<file path="src/rtl/instr_mem_loader.sv">
// Instruction memory loader: assembles big-endian 32-bit words from a byte
// stream and writes them to consecutive instruction RAM addresses. The core
// is held in reset until a load has completed.
module instr_mem_loader #(
  parameter int ADDR_W = 8,
  parameter int DATA_W = 32
) (
  input  logic              clk,
  input  logic              rst,
  input  logic              start,
  input  logic [ADDR_W-1:0] load_base,
  input  logic [ADDR_W:0]   load_len,
  input  logic              in_valid,
  input  logic [7:0]        in_data,
  output logic              in_ready,
  output logic              mem_we,
  output logic [ADDR_W-1:0] mem_addr,
  output logic [DATA_W-1:0] mem_din,
  output logic              busy,
  output logic              done,
  output logic              cpu_rst
);

  typedef enum logic [1:0] {
    S_IDLE    = 2'd0,
    S_COLLECT = 2'd1,
    S_WRITE   = 2'd2,
    S_DONE    = 2'd3
  } state_t;

  // Largest load is the whole memory, written exactly once.
  localparam logic [ADDR_W:0] MAX_WORDS = (ADDR_W+1)'(1) << ADDR_W;

  state_t            state_q, state_d;
  logic [ADDR_W-1:0] addr_q, addr_d;
  logic [ADDR_W:0]   rem_q, rem_d;
  logic [1:0]        cnt_q, cnt_d;
  logic [DATA_W-1:0] word_q, word_d;

  logic              accept;
  logic [ADDR_W:0]   len_clamped;

  assign accept      = (state_q == S_COLLECT) && in_valid;
  assign len_clamped = (load_len > MAX_WORDS) ? MAX_WORDS : load_len;

  // Next-state and datapath updates; start is only honoured when no load runs.
  always_comb begin
    state_d = state_q;
    addr_d  = addr_q;
    rem_d   = rem_q;
    cnt_d   = cnt_q;
    word_d  = word_q;
    unique case (state_q)
      S_IDLE, S_DONE: begin
        if (start) begin
          addr_d  = load_base;
          rem_d   = len_clamped;
          cnt_d   = 2'd0;
          state_d = (load_len == '0) ? S_DONE : S_COLLECT;
        end
      end
      S_COLLECT: begin
        if (accept) begin
          // First byte of a word ends up in the top byte.
          word_d = {word_q[DATA_W-9:0], in_data};
          cnt_d  = cnt_q + 2'd1;
          if (cnt_q == 2'd3) state_d = S_WRITE;
        end
      end
      S_WRITE: begin
        addr_d  = addr_q + 1'b1;
        rem_d   = rem_q - 1'b1;
        state_d = (rem_q == (ADDR_W+1)'(1)) ? S_DONE : S_COLLECT;
      end
      default: state_d = S_IDLE;
    endcase
  end

  // State and datapath registers; reset discards any partial word.
  always_ff @(posedge clk) begin
    if (rst) begin
      state_q <= S_IDLE;
      addr_q  <= '0;
      rem_q   <= '0;
      cnt_q   <= '0;
      word_q  <= '0;
    end else begin
      state_q <= state_d;
      addr_q  <= addr_d;
      rem_q   <= rem_d;
      cnt_q   <= cnt_d;
      word_q  <= word_d;
    end
  end

  // Outputs decoded from registered state only.
  always_comb begin
    in_ready = (state_q == S_COLLECT);
    mem_we   = (state_q == S_WRITE);
    busy     = (state_q == S_COLLECT) || (state_q == S_WRITE);
    done     = (state_q == S_DONE);
    cpu_rst  = (state_q != S_DONE);
    mem_addr = addr_q;
    mem_din  = word_q;
  end

endmodule

</file>
<file path="config.mk">
export PLATFORM = sky130hd
export DESIGN_NAME = instr_mem_loader
export DESIGN_NICKNAME = d
export VERILOG_FILES = /design/src/rtl/instr_mem_loader.sv
export SDC_FILE = /design/constraint.sdc
export NUM_CORES = 1
export LEC_CHECK = 0
export ABC_AREA = 1
export BUFFER_PORTS_ARGS = -buffer_cell sky130_fd_sc_hd__buf_4
export CORE_ASPECT_RATIO = 1.25
export CORE_MARGIN = 1.5
export CORE_UTILIZATION = 25
export DETAILED_ROUTE_END_ITERATION = 12
export SYNTH_ARGS = -nofsm -noshare
export SYNTH_HDL_FRONTEND = slang
export SYNTH_SLANG_ARGS = --single-unit
</file>
<file path="constraint.sdc">
create_clock -name clk -period 1.9 [get_ports clk]
set_input_delay 0.19 -clock clk [delete_from_list [all_inputs] [get_ports clk]]
set_output_delay 0.19 -clock clk [all_outputs]
set_load 0.02 [all_outputs]
</file>
==> results of run 1 <==
==> worst paths after layout <==
check | to | slack [ps]
worst max-delay path | mem_addr[5]$_SDFFE_PP0P_ | 170
worst min-delay path | mem_addr[0]$_SDFFE_PP0P_ | 150
worst max register to register | mem_addr[5]$_SDFFE_PP0P_ | 170
worst min register to register | cnt_q[0]$_SDFFE_PP0P_ | 470
==> cell families (layout without fill, tap and decap cells) <==
logic type                 Yosys count  in the layout  synth area share
AOI/OAI and AO/OA                   80             80             0.170
xor gates and xnor gates             1              1           0.00349
adders and majority gates            8              8            0.0399
buffers and inverters               46            117            0.0798
DFF                                 53             53             0.423
and+or+nand+nor                    178            178             0.284
==> state kept, by name, summed over array words and instances (netlist names) <==
register  count
mem_din      32
rem_q         9
mem_addr      8
cnt_q         2
state_q       2
==> metrics by stage <==
step / instances / setup WS (ps)
after global routing: 563 / 46.3
after global placement: 552 / 160
after floorplan: 366 / 297
after CTS: 560 / 55.9
final: 563 / 169
after detailed placement: 552 / 79.2
==> metal layers <==
metal,up-vias,global-route usage
met5,-,0
met4,0,0.0556
met3,7,0.0192
met2,46,0.219
met1,1144,0.145
li1,1317,-
==> power by group through the flow <==
stage | clock, mW | sequential, mW | combinational [mW]
floorplan | 0 | 2.00 | 1.66
global placement | 0 | 1.76 | 2.65
CTS | 0.927 | 1.75 | 2.70
global route | 0.966 | 1.80 | 3.16
finish | 0.895 | 1.75 | 2.84
detailed placement | 0 | 1.78 | 2.69
==> worst max-delay path: cells and delay by family, from the launching register on <==
kind	cells	cell delay, ps
buf+inv	2	220
simple gates	4	340
flops	1	410
fa+ha+maj	1	400
compound gates	2	260
==> final cells by class <==
type / instances / area (um^2)
Fill cell: 1085 / 6370
Multi-Input combinational cell: 267 / 1250
Sequential cell: 53 / 1060
Timing Repair Buffer: 80 / 613
Tap cell: 126 / 158
Clock buffer: 6 / 129
Inverter: 29 / 111
Clock inverter: 2 / 15.0
==> cells in the final DEF (no fill, tap or decap) <==
cell type / synthesis / routed
inv_2: 1 / 1
xor2_1: 1 / 1
a211oi_1: 3 / 3
or2_2: 4 / 4
o21ai_1: 4 / 4
inv_1: 27 / 27
ha_1: 8 / 8
nand2_1: 55 / 55
nor2_1: 95 / 95
buf_4: 0 / 79
nand2_2: 1 / 1
dfxtp_1: 53 / 53
inv_4: 1 / 1
a21oi_1: 23 / 23
a31oi_1: 2 / 2
clkbuf_16: 0 / 5
o21ai_2: 1 / 1
clkinvlp_4: 0 / 2
o21ai_0: 45 / 45
a22oi_1: 1 / 1
nand4_1: 2 / 2
clkbuf_1: 5 / 1
nand3_1: 21 / 21
o21ai_4: 1 / 1
buf_12: 0 / 1
==> timing repair <==
action	CTS	global route
buffers inserted	0	3
hold endpoints to repair	0	0
setup endpoints to repair	0	13
==> impl_metrics.yaml, run 1 <==
outcome:
  status: "complete, no violations"
setup_path:
  cp_cell_sequence: "inv_1 > ha_1 > nand2_2 > o21ai_4 > buf_12 > a21oi_1 > nand3_1 > nand2_1 > nor2_1"
  critical_path_required_ps: 2090
  slowest_stage: "dfxtp_1"
  crit_arrival_ps: 1920
  cp_max_fo: 11
  cp_slowest_stage_delay_ps: 410
  rr_worst_depth: 9
  r2r-start: "state_q[0]$_SDFFE_PP0P_"
  start_kind: "flop"
  startpoint: "state_q[0]$_SDFFE_PP0P_"
  end_kind: "flop"
  crit_type: "flop to flop"
logic_synthesis:
  yosysMostFrequentCell: "nor2_1"
  synth_ff_type: "dfxtp_1"
  syn_inst: 366
  ys.warnings.count: 0
  synth_seq_cells: 53
  synth-async-reset-ratio: 0
  syn_nets: 403
  syn_area_mm2: 0.00251
  synth_top_area_frac: 0.423
  avgSynthCellArea_um2: 6.86
  yosys.area.top_type: "dfxtp_1"
  synth.distinct_cells: 24
  seq_area_frac_synth: 0.423
  synthTopCellsByCount: "nor2_1, nand2_1, dfxtp_1, o21ai_0, inv_1"
  synth-edff-count: 0
  synth.area.top_cells: "dfxtp_1, nor2_1, o21ai_0"
layout:
  fin_nets: 473
  drive_gt1_frac: 0.220
  postLayoutCoreUtil: 0.344
  design_area_mm2: 0.00334
  area_delta_synth_final_pct: 32.9
  diodes: 0
pwr:
  combPwrFrac: 0.518
  power.density_mw_per_mm2: 1640
  clockPowerShare: 0.163
  p_total_mw: 5.48
  total_leakage_power_nw: 1.49
  p_seq_frac: 0.319
  swShare: 0.438
  irDropWorstVdd_mv: 0.619
  intPower_mw: 3.08
  switchingPower_mw: 2.40
detailed_routing:
  drt-initial-drc-count: 152
  route.detailed.drc: 0
  wl_met2_um: 3250
  wl_per_cell_um: 11.8
  highest_layer: "met4"
  routed_via_density: 4.47
  detail-route-antenna-nets: 0
  firstDrtPassIters: 4
  wl_met1_um: 3020
  route.vias.total: 2514
  wl_met3_um: 252
  drt_wl_total_um: 6630
place:
  dp_hpwl_um: 4780
  postPlaceCellArea_mm2: 0.00316
  io_buffers: 73
  place.gp.congestion: 0.772
clock_network:
  numClockSinks: 53
  cts_inserted_buffers: 5
  cts_resized: 0
  clk_pin_slew_ps: 70
  cts_tree: "built"
  clockRootBuffer: "clkbuf_16"
  htreeDepth: 2
  cts_hold_buf: 0
  insertion_delay_ps: 290
  clk_path_buf_depth: 2
hold_path:
  min_path_type: "primary input to flop"
  min_from: "load_base[0]"
  whs_path_depth: 3
die:
  core.rowCount: 40
  num_io_pins: 74
  die-area_mm2: 0.0107
  start_util: 0.259
  die_x_um: 92.6
  fp.dieH_um: 115
  coreArea_mm2: 0.00971
grt:
  gr-total-overflow: 0
  grt_max_degree: 45
  grtUsageTotal: 0.123
  grt_pass1_vias: 2276
  antenna_found_initial: 0
  grt_pass1_wl_um: 10500
timing:
  final.setup.tns_ps: 0
  rsz0062_at_grt: "no"
  maxSlewHeadroom: 0.590
  fmaxAchievable_ghz: 0.578
  clock-skew-final_ps: 5.53
  min_period_ps: 1730
  worst_pin_slew_ps: 614
  setup_violations: 0
  slew_violations: 0
  hold_ws_ps: 148
  hold_viol: 0
  fin_crit_sh: 0.911
job:
  maxCapViolCount: 0
Note: power is estimated with default switching activity, not from simulation.
==> run 2, diff against run 1 <==
ABC_AREA = default   (was 1)
CORE_UTILIZATION = 45   (was 25)
CTS_CLUSTER_SIZE = 10   (was default)
PLACE_DENSITY = 0.71   (was default)
==> impl_metrics.yaml, run 2 <==
timing:
  slew_violations: 0
  final.setup.tns_ps: 0
  rsz0062_at_grt: "no"
  hold_viol: 0
  setup_violations: 0
  min_period_ps: 1710
  clock-skew-final_ps: 4.69
  fmaxAchievable_ghz: 0.584
  maxSlewHeadroom: 0.623
  fin_crit_sh: 0.902
  hold_ws_ps: 125
  worst_pin_slew_ps: 566
die:
  num_io_pins: 74
  core.rowCount: 29
  start_util: 0.473
  fp.dieH_um: 85.3
  coreArea_mm2: 0.00515
  die_x_um: 68.8
  die-area_mm2: 0.00587
detailed_routing:
  route.detailed.drc: 0
  drt_wl_total_um: 5810
  wl_per_cell_um: 12.9
  firstDrtPassIters: 4
  drt-initial-drc-count: 240
  routed_via_density: 5.35
  detail-route-antenna-nets: 0
  route.vias.total: 2403
setup_path:
  r2r-start: "state_q[0]$_SDFFE_PP0P_"
  cp_max_fo: 3
  rr_worst_depth: 6
  critical_path_required_ps: 2130
  r2r-end: "mem_addr[7]$_SDFFE_PP0P_"
  crit_type: "flop to flop"
  crit_arrival_ps: 1940
  end_kind: "flop"
  r2r_slack_ps: 190
  start_kind: "flop"
logic_synthesis:
  seq_area_frac_synth: 0.435
  ys.warnings.count: 0
  synth.area.top_cells: "dfxtp_1, nand2_1, a21oi_1"
  synth-async-reset-ratio: 0
  syn_nets: 351
  yosysMostFrequentCell: "nand2_1"
  synth.distinct_cells: 44
  yosys.area.top_type: "dfxtp_1"
  synth-edff-count: 0
  syn_inst: 314
  avgSynthCellArea_um2: 7.77
  synth_seq_cells: 53
  synth_ff_type: "dfxtp_1"
  synth_top_area_frac: 0.435
  synthTopCellsByCount: "nand2_1, dfxtp_1, a21oi_1, clkbuf_1, nor2_1"
  syn_area_mm2: 0.00244
pwr:
  irDropWorstVdd_mv: 0.501
  power.density_mw_per_mm2: 1300
  total_leakage_power_nw: 1.28
  p_total_mw: 4.12
place:
  dp_hpwl_um: 4050
  io_buffers: 73
  place.gp.congestion: 0.870
  postPlaceCellArea_mm2: 0.00307
hold_path:
  hold_path_end: "mem_din[0]$_SDFFE_PP0P_"
  whs_path_depth: 3
  min_path_type: "primary input to flop"
  min_from: "in_data[0]"
clock_network:
  cts_inserted_buffers: 5
  insertion_delay_ps: 300
  clockRootBuffer: "clkbuf_8"
  numClockSinks: 53
  cts_tree: "built"
  htreeDepth: 2
  post-cts-setup-buffers: 0
  clk_path_buf_depth: 2
  clk_pin_slew_ps: 100
  cts_hold_buf: 0
grt:
  grt_max_degree: 55
  gr-usage-met1: 0.240
  grtUsageTotal: 0.205
  antenna_found_initial: 0
  grt_pass1_vias: 2203
  gr-total-overflow: 0
  use_met2: 0.355
  use_met3: 0.0597
  grt_pass1_wl_um: 9470
  busiest_layer: "met2"
outcome:
  status: "complete, no violations"
layout:
  final_cell_mix: "buf_4, nand2_1, dfxtp_1, a21oi_1, nor2_1"
  drive_gt1_frac: 0.264
  area_delta_synth_final_pct: 30.0
  design_area_mm2: 0.00317
  final_common_cell: "buf_4"
  fin_nets: 423
  largest_reg_flops: 32
  diodes: 0
job:
  maxCapViolCount: 0
[run 2: cell types whose count changed after synthesis, sizes merged, moves of 6 or more]
cell / change
nand3: -11
nor2b: +6
clkbuf: +11
a21oi: +25
buf: -7
inv: -21
o21ai: -39
nor3: +6
nand2: +24
nor2: -81
[run 2: through the flow]
step / utilization / setup slack [ps] / cells
2_1_floorplan: - / 144 / 314
3_3_place_gp: 0.597 / 192 / 441
3_5_place_dp: 0.597 / 138 / 441
4_1_cts: 0.614 / 120 / 449
5_1_grt: 0.615 / 72.9 / 449
6_report: 0.615 / 186 / 449
[run 2: worst max path at each step]
stage	startpoint	slack (ps)	cells after the start	end
floorplan	state_q[0]$_SDFFE_PP0P_	140	7	mem_addr[7]$_SDFFE_PP0P_
global placement	state_q[0]$_SDFFE_PP0P_	190	7	mem_addr[2]$_SDFFE_PP0P_
detailed placement	state_q[0]$_SDFFE_PP0P_	140	7	mem_addr[2]$_SDFFE_PP0P_
CTS	state_q[0]$_SDFFE_PP0P_	120	7	mem_addr[2]$_SDFFE_PP0P_
global route	state_q[0]$_SDFFE_PP0P_	70	7	cnt_q[1]$_SDFFE_PP0P_
finish	state_q[0]$_SDFFE_PP0P_	190	6	mem_addr[7]$_SDFFE_PP0P_
[run 2: layout make-up]
class	instances	area (um^2)
fill	479	1980
multi-input combinational	232	1270
sequential	53	1060
timing repair buffer	86	646
tap	62	77.6
clock buffer	5	68.8
inverter	8	30.0
clock inverter	3	21.3
[run 2: kinds of logic after synthesis]
| kind of cell | Yosys count | share of synthesized area |
|---|---|---|
| adder cells (fa/ha/maj) | 8 | 0.0410 |
| flip-flops | 53 | 0.435 |
| buffers and inverters | 29 | 0.0482 |
| multiplexers | 4 | 0.0185 |
| AO/OA/AOI/OAI | 90 | 0.221 |
| AND/OR/NAND/NOR | 130 | 0.237 |
[run 2: what timing repair did]
action,in CTS,in global routing
setup endpoints to repair,0,2
gates resized for setup,0,2
hold endpoints to repair,0,0
[run 2: per-layer routing]
metal | vias up | part of all wire | routed length [um]
met2 | 86 | 0.48 | 2770
met1 | 1085 | 0.43 | 2500
li1 | 1226 | - | -
met4 | 0 | 0.011 | 61
met5 | - | 0 | 0
met3 | 6 | 0.083 | 484
[run 2: report_power, final]
| part | leakage [nW] | switching [mW] | internal, mW |
|---|---|---|---|
| Combinational | 0.805 | 1.15 | 0.868 |
| Sequential | 0.431 | 0.175 | 1.29 |
| Clock | 0.0445 | 0.381 | 0.262 |
| Total | 1.28 | 1.71 | 2.42 |
[run 2: critical path: stages (launching register included)]
cell and delay (ps):
dfxtp_1 340, inv_1 50, ha_1 350, mux2i_2 190, or3_1 320, o31a_1 240, a31oi_1 150
==> run 3, diff against run 2 <==
BUFFER_PORTS_ARGS = default   (was -buffer_cell sky130_fd_sc_hd__buf_4)
DONT_BUFFER_PORTS = 1   (was default)
PLACE_DENSITY = default   (was 0.71)
clock period = 1.8 ns   (was 1.9 ns; I/O delays follow)
==> impl_metrics.yaml, run 3 (synthesis results as in run 2) <==
outcome:
  status: "complete, no violations"
die:
  core.rowCount: 29
  num_io_pins: 74
  die-area_mm2: 0.00587
  die_x_um: 68.8
  start_util: 0.473
  fp.dieH_um: 85.3
  coreArea_mm2: 0.00515
setup_path:
  cp_max_fo: 3
  crit_arrival_ps: 1900
  slowest_stage: "ha_1"
  rr_worst_depth: 6
  cp_slowest_stage_delay_ps: 350
  end_kind: "flop"
  start_kind: "flop"
  critical_path_required_ps: 2030
  crit_type: "flop to flop"
  cp_cell_sequence: "inv_1 > ha_1 > mux2i_2 > or3_1 > o31a_1 > a31oi_1"
clock_network:
  insertion_delay_ps: 300
  clockRootBuffer: "clkbuf_8"
  post-cts-setup-buffers: 0
  cts_inserted_buffers: 5
  cts_tree: "built"
  numClockSinks: 53
  clk_path_buf_depth: 2
  clk_pin_slew_ps: 90
  htreeDepth: 2
grt:
  gr-total-overflow: 0
  antenna_found_initial: 0
  grt_pass1_wl_um: 9430
  grtUsageTotal: 0.203
  grt_pass1_vias: 2123
  grt_max_degree: 51
timing:
  hold_viol: 0
  clock-skew-final_ps: 5.96
  rsz0062_at_grt: "no"
  min_period_ps: 1660
  hold_ws_ps: 37.8
  slew_violations: 0
  fin_crit_sh: 0.925
  worst_pin_slew_ps: 481
  maxSlewHeadroom: 0.677
  setup_ws_ps: 136
  fmaxAchievable_ghz: 0.601
  setup_violations: 0
  final.setup.tns_ps: 0
hold_path:
  whs_path_depth: 2
  min_path_type: "primary input to flop"
job:
  maxCapViolCount: 0
layout:
  final_common_cell: "nand2_1"
  multi_input_area_mm2: 0.00127
  fin_nets: 360
  final_cells: 385
  fill_cells: 516
  postLayoutCoreUtil: 0.539
  design_area_mm2: 0.00278
  drive_gt1_frac: 0.0960
  final_cell_mix: "nand2_1, dfxtp_1, a21oi_1, nor2_1"
  diodes: 0
  area_delta_synth_final_pct: 13.9
  seq_area_mm2: 0.00106
  largest_reg_flops: 32
place:
  placedCellCount: 369
  dp_hpwl_um: 3750
  postPlaceCellArea_mm2: 0.00256
  place.gp.congestion: 0.890
  place_ws_ps: 56.9
  io_buffers: 0
pwr:
  p_total_mw: 4.26
  power.density_mw_per_mm2: 1530
  irDropWorstVdd_mv: 0.672
  total_leakage_power_nw: 0.977
detailed_routing:
  firstDrtPassIters: 4
  drt-initial-drc-count: 133
  detail-route-antenna-nets: 0
  routed_via_density: 5.64
  route.detailed.drc: 0
  route.vias.total: 2173
  drt_wl_total_um: 5630
  wl_per_cell_um: 14.6
## run 3: power by group
part           internal, mW  leakage (nW)  switching [mW]
logic                 0.766         0.493            1.06
clock network         0.405        0.0540           0.371
registers              1.36         0.431           0.297
total                  2.53         0.977            1.73
## run 3: path summary, 6_finish.rpt
path,from,to,slack (ps)
setup / recovery,state_q[0]$_SDFFE_PP0P_,mem_addr[7]$_SDFFE_PP0P_,140
hold reg to reg,rem_q[4]$_SDFFE_PP0P_,rem_q[4]$_SDFFE_PP0P_,510
setup reg to reg,state_q[0]$_SDFFE_PP0P_,mem_addr[7]$_SDFFE_PP0P_,140
hold / removal,rst,rem_q[6]$_SDFFE_PP0P_,40
## run 3: what timing repair did
item	CTS	global route
endpoints found under the hold margin	50	0
endpoints found under the setup margin	0	12
gates resized for setup	0	4
hold buffers	9	0
## run 3: per-layer routing
metal | track usage | part of all wire | vias up
met5 | 0 | 0 | -
li1 | - | - | 1099
met3 | 0.0597 | 0.069 | 7
met2 | 0.346 | 0.50 | 72
met4 | 0.0695 | 0.014 | 0
met1 | 0.237 | 0.42 | 995
## run 3: layout make-up
class,count,area share
multi-input combinational,232,0.459
sequential,53,0.382
timing repair buffer,23,0.0829
tap,62,0.0279
clock buffer,5,0.0248
clock inverter,2,0.0126
inverter,8,0.0108
## run 3: worst max-delay path: cells and delay by family, from the launching register on
kind,cells,cell delay (ps)
AOI/OAI and AO/OA,2,390
adders and majority gates,1,350
buffers and inverters,1,40
DFF,1,330
muxes,1,180
and+or+nand+nor,1,310
